===== src/rtl/serv_mem_if_w.sv =====
// Parametrised serial load/store unit: shifts W bits per cycle between the core
// datapath and a Wishbone data bus, with lane alignment, extension and traps.
module serv_mem_if_w #(
    parameter int W        = 1,
    parameter int WITH_CSR = 1,
    parameter int WITH_ERR = 1
) (
    input  logic          i_clk,
    input  logic          i_rst_n,
    input  logic          i_start,
    input  logic          i_we,
    input  logic          i_signed,
    input  logic          i_word,
    input  logic          i_half,
    input  logic [1:0]    i_lsb,
    input  logic [W-1:0]  i_op_b,
    output logic [W-1:0]  o_rd,
    output logic          o_rd_valid,
    output logic          o_busy,
    output logic          o_done,
    output logic          o_misalign,
    output logic          o_err,
    output logic          o_wb_cyc,
    output logic          o_wb_we,
    output logic [3:0]    o_wb_sel,
    output logic [31:0]   o_wb_dat,
    input  logic [31:0]   i_wb_rdt,
    input  logic          i_wb_ack,
    input  logic          i_wb_err
);

    localparam int N  = 32 / W;
    localparam int CW = $clog2(N);

    typedef enum logic [2:0] {
        IDLE      = 3'd0,
        SHIFT_IN  = 3'd1,
        BUS       = 3'd2,
        SHIFT_OUT = 3'd3,
        DONE      = 3'd4
    } state_t;

    state_t        state_q;
    logic [31:0]   dat_q;
    logic [CW-1:0] cnt_q;
    logic          we_q;
    logic          signed_q;
    logic          word_q;
    logic          half_q;
    logic [1:0]    lsb_q;
    logic          mis_q;
    logic          err_q;

    logic          misalign_s;
    logic          trap_s;
    logic          last_beat_s;
    logic          bus_err_s;
    logic          in_bus_s;
    logic [31:0]   rdt_shift_s;
    logic [31:0]   load_dat_d;

    function automatic logic [31:0] rotl_bytes(input logic [31:0] d, input logic [1:0] s);
        case (s)
            2'd0:    rotl_bytes = d;
            2'd1:    rotl_bytes = {d[23:0], d[31:24]};
            2'd2:    rotl_bytes = {d[15:0], d[31:16]};
            2'd3:    rotl_bytes = {d[7:0],  d[31:8]};
            default: rotl_bytes = d;
        endcase
    endfunction

    function automatic logic [3:0] lane_sel(input logic word, input logic half, input logic [1:0] s);
        if (word) begin
            lane_sel = 4'b1111;
        end else if (half) begin
            lane_sel = 4'b0011 << s;
        end else begin
            lane_sel = 4'b0001 << s;
        end
    endfunction

    // Request decode, beat bookkeeping and load-data alignment/extension.
    always_comb begin
        misalign_s  = (i_lsb[0] & (i_word | i_half)) | (i_lsb[1] & i_word);
        trap_s      = (WITH_CSR != 0) & misalign_s;
        bus_err_s   = (WITH_ERR != 0) & i_wb_err;
        last_beat_s = (cnt_q == CW'(N - 1));
        in_bus_s    = (state_q == BUS);
        rdt_shift_s = i_wb_rdt >> {lsb_q, 3'b000};
        load_dat_d  = rdt_shift_s;
        if (word_q) begin
            load_dat_d = rdt_shift_s;
        end else if (half_q) begin
            load_dat_d = {{16{signed_q & rdt_shift_s[15]}}, rdt_shift_s[15:0]};
        end else begin
            load_dat_d = {{24{signed_q & rdt_shift_s[7]}}, rdt_shift_s[7:0]};
        end
    end

    // Sequencer: owns the data shift register, beat counter and latched request.
    always_ff @(posedge i_clk or negedge i_rst_n) begin
        if (!i_rst_n) begin
            state_q  <= IDLE;
            dat_q    <= 32'd0;
            cnt_q    <= '0;
            we_q     <= 1'b0;
            signed_q <= 1'b0;
            word_q   <= 1'b0;
            half_q   <= 1'b0;
            lsb_q    <= 2'd0;
            mis_q    <= 1'b0;
            err_q    <= 1'b0;
        end else begin
            case (state_q)
                IDLE: begin
                    if (i_start) begin
                        we_q     <= i_we;
                        signed_q <= i_signed;
                        word_q   <= i_word;
                        half_q   <= i_half;
                        lsb_q    <= i_lsb;
                        cnt_q    <= '0;
                        mis_q    <= trap_s;
                        err_q    <= 1'b0;
                        if (trap_s) begin
                            state_q <= DONE;
                        end else if (i_we) begin
                            state_q <= SHIFT_IN;
                        end else begin
                            state_q <= BUS;
                        end
                    end
                end
                SHIFT_IN: begin
                    dat_q <= {i_op_b, dat_q[31:W]};
                    cnt_q <= cnt_q + CW'(1);
                    if (last_beat_s) begin
                        state_q <= BUS;
                    end
                end
                BUS: begin
                    // An error response takes precedence over a same-cycle ack.
                    if (bus_err_s) begin
                        err_q   <= 1'b1;
                        state_q <= DONE;
                    end else if (i_wb_ack) begin
                        if (we_q) begin
                            state_q <= DONE;
                        end else begin
                            dat_q   <= load_dat_d;
                            state_q <= SHIFT_OUT;
                        end
                    end
                end
                SHIFT_OUT: begin
                    dat_q <= {{W{1'b0}}, dat_q[31:W]};
                    cnt_q <= cnt_q + CW'(1);
                    if (last_beat_s) begin
                        state_q <= DONE;
                    end
                end
                DONE: begin
                    state_q <= IDLE;
                end
                default: begin
                    state_q <= IDLE;
                end
            endcase
        end
    end

    assign o_busy     = (state_q != IDLE);
    assign o_done     = (state_q == DONE);
    assign o_misalign = o_done & mis_q;
    assign o_err      = o_done & err_q;
    assign o_rd_valid = (state_q == SHIFT_OUT);
    assign o_rd       = o_rd_valid ? dat_q[W-1:0] : {W{1'b0}};
    // Bus-side outputs are forced to zero outside BUS so the bus sees a clean idle.
    assign o_wb_cyc   = in_bus_s;
    assign o_wb_we    = in_bus_s & we_q;
    assign o_wb_sel   = in_bus_s ? lane_sel(word_q, half_q, lsb_q) : 4'b0000;
    assign o_wb_dat   = in_bus_s ? rotl_bytes(dat_q, lsb_q) : 32'd0;

endmodule


===== config.mk =====
export PLATFORM = sky130hd
export DESIGN_NAME = serv_mem_if_w
export DESIGN_NICKNAME = d
export VERILOG_FILES = /design/src/rtl/serv_mem_if_w.sv
export SDC_FILE = /design/constraint.sdc
export NUM_CORES = 1
export LEC_CHECK = 0
export CAP_MARGIN = 20
export CELL_PAD_IN_SITES_DETAIL_PLACEMENT = 1
export CELL_PAD_IN_SITES_GLOBAL_PLACEMENT = 1
export CORE_ASPECT_RATIO = 0.5
export CORE_UTILIZATION = 36
export CTS_BUF_LIST = sky130_fd_sc_hd__clkbuf_4
export CTS_CLUSTER_SIZE = 40
export DETAILED_ROUTE_END_ITERATION = 10
export MAX_ROUTING_LAYER = met4
export PLACE_DENSITY_LB_ADDON = 0.1
export SETUP_SLACK_MARGIN = 0.4
export SLEW_MARGIN = 5
export SYNTH_ARGS = -nofsm -noshare
export SYNTH_HDL_FRONTEND = slang
export SYNTH_SLANG_ARGS = --single-unit

===== constraint.sdc =====
create_clock -name i_clk -period 2.1 [get_ports i_clk]
set_clock_uncertainty 0.05 [all_clocks]
set_input_delay 0.525 -clock i_clk [delete_from_list [all_inputs] [get_ports i_clk]]
set_output_delay 0.525 -clock i_clk [all_outputs]
set_load 0.02 [all_outputs]

==> results of run 1 <==
-- per-stage QoR --
step	TNS, ns	worst slack (ns)	instance area [um2]
finish	-17.57	-0.364	6940
global route	-21.03	-0.434	6940
CTS	-17.31	-0.386	6280
detailed placement	-19.27	-0.348	5510
global placement	-16.31	-0.280	5510
floorplan	0	0.118	4050
-- worst max-delay path, stage by stage, from the launching register on --
cell,delay [ns]
dfrtp_2,0.48
buf_12,0.14
buf_16,0.12
mux4_2,0.50
and2_4,0.15
buf_6,0.12
-- cell families after synthesis --
family | count (synthesis) | synth area share, %
buffers and inverters | 42 | 4.86
AND/OR/NAND/NOR | 146 | 18.6
multiplexers | 65 | 28.4
AO/OA/AOI/OAI | 83 | 15.7
adder cells (fa/ha/maj) | 2 | 0.657
flip-flops | 48 | 31.5
XOR/XNOR | 1 | 0.230
-- where the power goes --
group / switching [uW] / leakage (uW) / internal, uW
clock network: 333 / 0.0000293 / 141
registers: 668 / 0.000563 / 1320
logic: 4220 / 0.00239 / 5340
total: 5220 / 0.00298 / 6810
-- area by class of cell --
cell class | instances | area (um2)
clock buffer | 6 | 45.0
clock inverter | 2 | 11.3
timing repair buffer | 225 | 2460
sequential | 48 | 1200
tap | 140 | 175
multi-input combinational | 298 | 3000
fill | 1047 | 3310
inverter | 6 | 42.5
-- per-layer routing --
layer | vias to the layer above | wire length (um) | global-route usage (%)
li1 | 1866 | - | -
met1 | 2192 | 7800 | 39.1
met4 | 0 | 281 | 6.64
met2 | 187 | 8830 | 46.3
met3 | 32 | 1070 | 3.52
met5 | - | 0 | -
-- cells in the final DEF, fill, tap and decap left out, drive strengths merged, types with 7 or more instances in the layout --
cell / count
nand3: 14
a31oi: 13
mux2i: 25
nor2: 19
o22a: 8
o2bb2ai: 8
mux4: 34
a222oi: 7
buf: 178
nand2: 60
dfrtp: 48
a21oi: 10
and2: 33
clkdlybuf4s50: 40
clkbuf: 11
o21ai: 18
-- repair_timing --
| action | CTS | global route |
|---|---|---|
| gates cloned | 5 | 5 |
| resized for setup | 355 | 78 |
| pin swaps | 53 | 36 |
| buffers inserted | 19 | 27 |
| setup endpoints to repair | 90 | 80 |
-- synth_stat cells, types with 2 or more instances --
master | number | area (um2)
a21oi_1 | 10 | 50.1
buf_1 | 4 | 15.0
buf_2 | 13 | 65.1
nor2_1 | 19 | 71.3
o31ai_1 | 2 | 15.0
and2_1 | 33 | 206
o2bb2ai_1 | 8 | 70.1
o21a_1 | 2 | 15.0
nand2_1 | 59 | 221
o22a_1 | 8 | 70.1
clkbuf_1 | 17 | 63.8
dfrtp_1 | 48 | 1200
o21ai_0 | 17 | 85.1
inv_1 | 6 | 22.5
mux4_2 | 34 | 766
a21o_1 | 2 | 15.0
mux2i_1 | 25 | 250
and3_1 | 6 | 37.5
nand2b_1 | 2 | 12.5
o32ai_1 | 6 | 52.6
a222oi_1 | 7 | 70.1
ha_1 | 2 | 25.0
nand3_1 | 14 | 70.1
nor3_1 | 4 | 20.0
mux2_2 | 6 | 67.6
o211ai_1 | 2 | 15.0
or3_1 | 2 | 12.5
a31oi_1 | 13 | 81.3
nor3b_1 | 2 | 15.0
-- registers in the layout, indices dropped and copies added (netlist names) --
name / cells
cnt_q: 5
dat_q: 32
err_q: 1
half_q: 1
lsb_q: 2
mis_q: 1
signed_q: 1
state_q: 3
we_q: 1
word_q: 1
-- worst max-delay path by stage --
stage	cells past startpoint	slack (ns)	end	from
3_5_place_dp	5	-0.35	dat_q[26]	i_wb_rdt[23]
4_1_cts	5	-0.39	o_wb_dat[0]	lsb_q[1]
6_report	5	-0.36	o_wb_dat[29]	lsb_q[1]
3_3_place_gp	5	-0.28	dat_q[30]	i_wb_rdt[15]
5_1_grt	5	-0.43	o_wb_dat[23]	lsb_q[1]
2_1_floorplan	6	0.12	o_wb_dat[23]	state_q[2]
==> impl_metrics.yaml, run 1 <==
run_status:
  outcome: "finished, violations left"
  violations: "setup timing"
floorplanning:
  coreArea_um2: 10200
  ioPinCount: 88
  rows: 26
  start_util_pct: 37.2
  die_h_um: 74.7
  fp.dieW_um: 147
  die_area_um2: 11000
flow_run:
  maxCapViolations: 0
timing:
  slew-limit-headroom_pct: 66.6
  fmaxAchievable_mhz: 406
  fin_ws_ns: -0.364
  final_max_slew_viol_count: 0
  whs_ns: 0.0592
  grt_setup_unrepaired: "true"
  worstMarginPinSlew_ns: 0.501
  setup_violations: 66
  period_needed_ns: 2.46
  hold_viol: 0
  finalCritPeriodShare_pct: 117
worst_setup_path:
  r2r_slack_ns: -0.28
  r2r_cells: 8
  cp-end-kind: "output pin"
  cp_data_arrival_time_ns: 1.89
  path_class: "reg -> out"
  critPathLaunchType: "flop"
  crit-reg2reg-launch: "lsb_q[0]"
  cp_max_fo: 6
  rr_endpoint: "dat_q[31]"
  cp.required_ns: 1.52
clock_tree:
  holdBufCountCts: 0
  clkTransAtPathRegs_ns: 0.16
  root_buffer: "clkbuf_4"
  cts_tree: "yes"
  cts_max_level: 2
  clock_sinks: 48
  cts_buffer_depth: 2
  cts_made_buffers: 5
  clkLatencyLatePin_ns: 0.38
logic_synthesis:
  ys_seq_area_share_pct: 31.5
  synth.avg_cell_area_um2: 9.84
  syn-cell-area_um2: 3810
  synthCells: 387
  synthArstFlopShare_pct: 100
  ys_types: 43
  yosysWarningCount: 0
  synthFlopType: "dfrtp_1"
  synth.net_count: 433
  ys_seq_elements: 48
  synth_edf_count: 0
detailed_routing:
  drt_iter0_markers: 353
  routed_wl_um: 18000
  via_per_inst: 5.90
  drt_pass1_iterations: 6
  num_vias: 4277
  drcViolationCount: 0
  routedWlPerCell_um: 24.8
  ant_nets: 0
place:
  gp_congestion: 0.898
  numPortBuffers: 87
  dp_cells: 661
  hpwl_um: 10500
cells_and_area:
  area_growth_pct: 82.0
  nNetsFinal: 630
  finish.utilization_pct: 67.7
  final_cells: 725
  drive_above_1_share_pct: 57.9
  antenna_cells: 0
global_routing:
  track_usage_pct: 28.7
  grt_pass1_wl_um: 23000
  grt_max_degree: 49
  grt_overflow: 0
  antenna_found_initial: 0
  grt_pass1_vias: 4138
hold_path:
  min_path_type: "in -> async"
power:
  power.density_nw_per_um2: 1740
  ir_drop_mv: 0.707
  p_total_uw: 12000
  p_leak_uw: 0.00298
Power figures use the tool's default switching activity.
==> run 2: changes to the inputs <==
Settings changed: SLEW_MARGIN 5 to not set.
==> results of run 2 <==
Final layout, timing and power as in run 1 (identical DEF).
==> run 3: changes to the inputs <==
Settings changed: CORE_ASPECT_RATIO 0.5 to 0.75, CORE_UTILIZATION 36 to 40.
Clock period 2.1 ns to 2.8 ns, I/O delays scaled along.
==> run 3 against run 2 <==
The run still ends with setup timing left. Cell area shrank 16%. Total power shrank 35%. Sequential share of layout area grew 3.2 points. Combinational power shrank 39%. Sequential power shrank 22%. Wire length shrank 6.2%. Register-to-register slack gained 0.54 ns. Clock power shrank 25%. First-iteration DRC count grew 4.0%. Non-clock buffer count shrank 62. Count of clock-buffer cells in the layout grew 1. Critical path type unchanged.
==> impl_metrics.yaml, run 3 (same netlist as run 1, synthesis figures left out) <==
timing:
  period_needed_ns: 2.83
  grt_setup_unrepaired: "true"
  finalCritPeriodShare_pct: 101
  setup_violations: 1
  slew-limit-headroom_pct: 53.3
  fmaxAchievable_mhz: 354
  worstMarginPinSlew_ns: 0.696
  hold_viol: 0
  fin_ws_ns: -0.0288
  final_max_slew_viol_count: 0
worst_setup_path:
  critPathLaunchType: "flop"
  max_stage_delay_ns: 0.54
  crit_family: "multiplexers"
  crit_slowest_cell: "mux4_2"
  path_class: "reg -> out"
  cp.required_ns: 2.05
  cp_max_fo: 5
  path_buf_inv: 4
  critPathMostFrequentCell: "buf_6"
  cp-end-kind: "output pin"
  path_cells: "buf_12 > buf_16 > buf_6 > mux4_2 > and2_4 > buf_6"
  cp_data_arrival_time_ns: 2.08
detailed_routing:
  drt_iter0_markers: 367
  routedWlPerCell_um: 25.9
  num_vias: 4119
  routed_wl_um: 16900
  drcViolationCount: 0
  drt_pass1_iterations: 6
  ant_nets: 0
  via_per_inst: 6.34
hold_path:
  min_path_type: "in -> async"
power:
  ir_drop_mv: 0.571
  power.density_nw_per_um2: 1330
  p_leak_uw: 0.00258
  p_total_uw: 7780
global_routing:
  antenna_found_initial: 0
  grt_overflow: 0
  track_usage_pct: 29.2
  grt_pass1_vias: 3668
  grt_max_degree: 25
  grt_pass1_wl_um: 20900
cells_and_area:
  antenna_cells: 0
  mostFrequentLayoutCell: "nand2_1"
  drive_above_1_share_pct: 42.3
  reg_top3: "dat_q x32, cnt_q x5, state_q x3"
  nNetsFinal: 567
  final_cells: 650
  largest_reg_flops: 32
  area_growth_pct: 53.7
  final_cell_mix: "53 x nand2_1, 46 x dfrtp_1, 44 x buf_4, 42 x clkdlybuf4s50_1, 36 x buf_6"
  regMostFlops: "dat_q"
place:
  hpwl_um: 9300
  gp_congestion: 0.861
  numPortBuffers: 87
  dp_cells: 587
clock_tree:
  clkLatencyLatePin_ns: 0.38
  cts_max_level: 2
  cts_buffer_depth: 2
  cts_made_buffers: 5
  clkTransAtPathRegs_ns: 0.16
  clock_sinks: 48
  holdBufCountCts: 0
  cts_tree: "yes"
  root_buffer: "clkbuf_4"
floorplanning:
  die_h_um: 86.5
  coreArea_um2: 9160
  ioPinCount: 88
  fp.dieW_um: 115
  start_util_pct: 41.6
  die_area_um2: 9920
  rows: 30
run_status:
  violations: "setup timing"
  outcome: "finished, violations left"
flow_run:
  maxCapViolations: 0
run 3: cell count changes in the layout (fill, tap and decap cells not counted), sizes merged:
cell	previous run	this run
clkbuf	11	23
clkdlybuf4s50	40	42
buf	178	104
dlygate4sd2	2	0
nand2	60	59
inv	5	4
bufbuf	0	1
run 3: per-stage QoR:
stage	hold WS [ns]	setup WS, ns	area [um2]	utilization (%)	TNS (ns)
global placement	0.409	0.194	4880	53.3	0
global route	0.240	-0.0410	5850	63.9	-0.0651
finish	0.245	-0.0288	5850	63.9	-0.0288
detailed placement	0.439	0.155	4880	53.3	0
CTS	0.247	0.00827	5230	57.1	0
floorplan	0.354	0.429	3810	-	0
run 3: final timing paths:
kind / startpoint / end / slack, ns / cells after the start
min in group i_clk: mis_q / mis_q / 0.48 / 2
max in group asynchronous: i_rst_n / dat_q[3] / 1.74 / 2
worst max register to register: lsb_q[0] / dat_q[19] / 0.26 / 10
worst min-delay path: i_rst_n / dat_q[23] / 0.25 / 1
worst max-delay path: lsb_q[0] / o_wb_dat[15] / -0.03 / 6
worst min register to register: mis_q / mis_q / 0.48 / 2
run 3: layout make-up:
| class | instances | area [um2] |
|---|---|---|
| Timing Repair Buffer | 163 | 1800 |
| Inverter | 6 | 46.3 |
| Fill cell | 979 | 3300 |
| Multi-Input combinational cell | 297 | 2590 |
| Sequential cell | 48 | 1200 |
| Clock inverter | 1 | 5.00 |
| Tap cell | 128 | 160 |
| Clock buffer | 7 | 52.6 |
run 3: power by group:
group / switching [uW] / internal, uW / total [uW]
sequential: 561 / 992 / 1550
combinational: 2730 / 3130 / 5870
clock: 239 / 118 / 357
total: 3530 / 4250 / 7780
run 3: repair_timing:
item,in CTS,in global routing
gates cloned,5,6
setup buffers,17,27
gates resized for setup,162,149
endpoints found under the hold margin,0,0
setup endpoints to repair,44,61
pin swaps,8,30
run 3: routing by layer:
metal  vias to the layer above  GRT usage, %  wire length [um]
li1                       1730             -                 -
met1                      2052          42.4              6940
met2                       293          42.9              7750
met3                        44          5.59              1740
met4                         0          5.19               414
met5                         -             -                 0
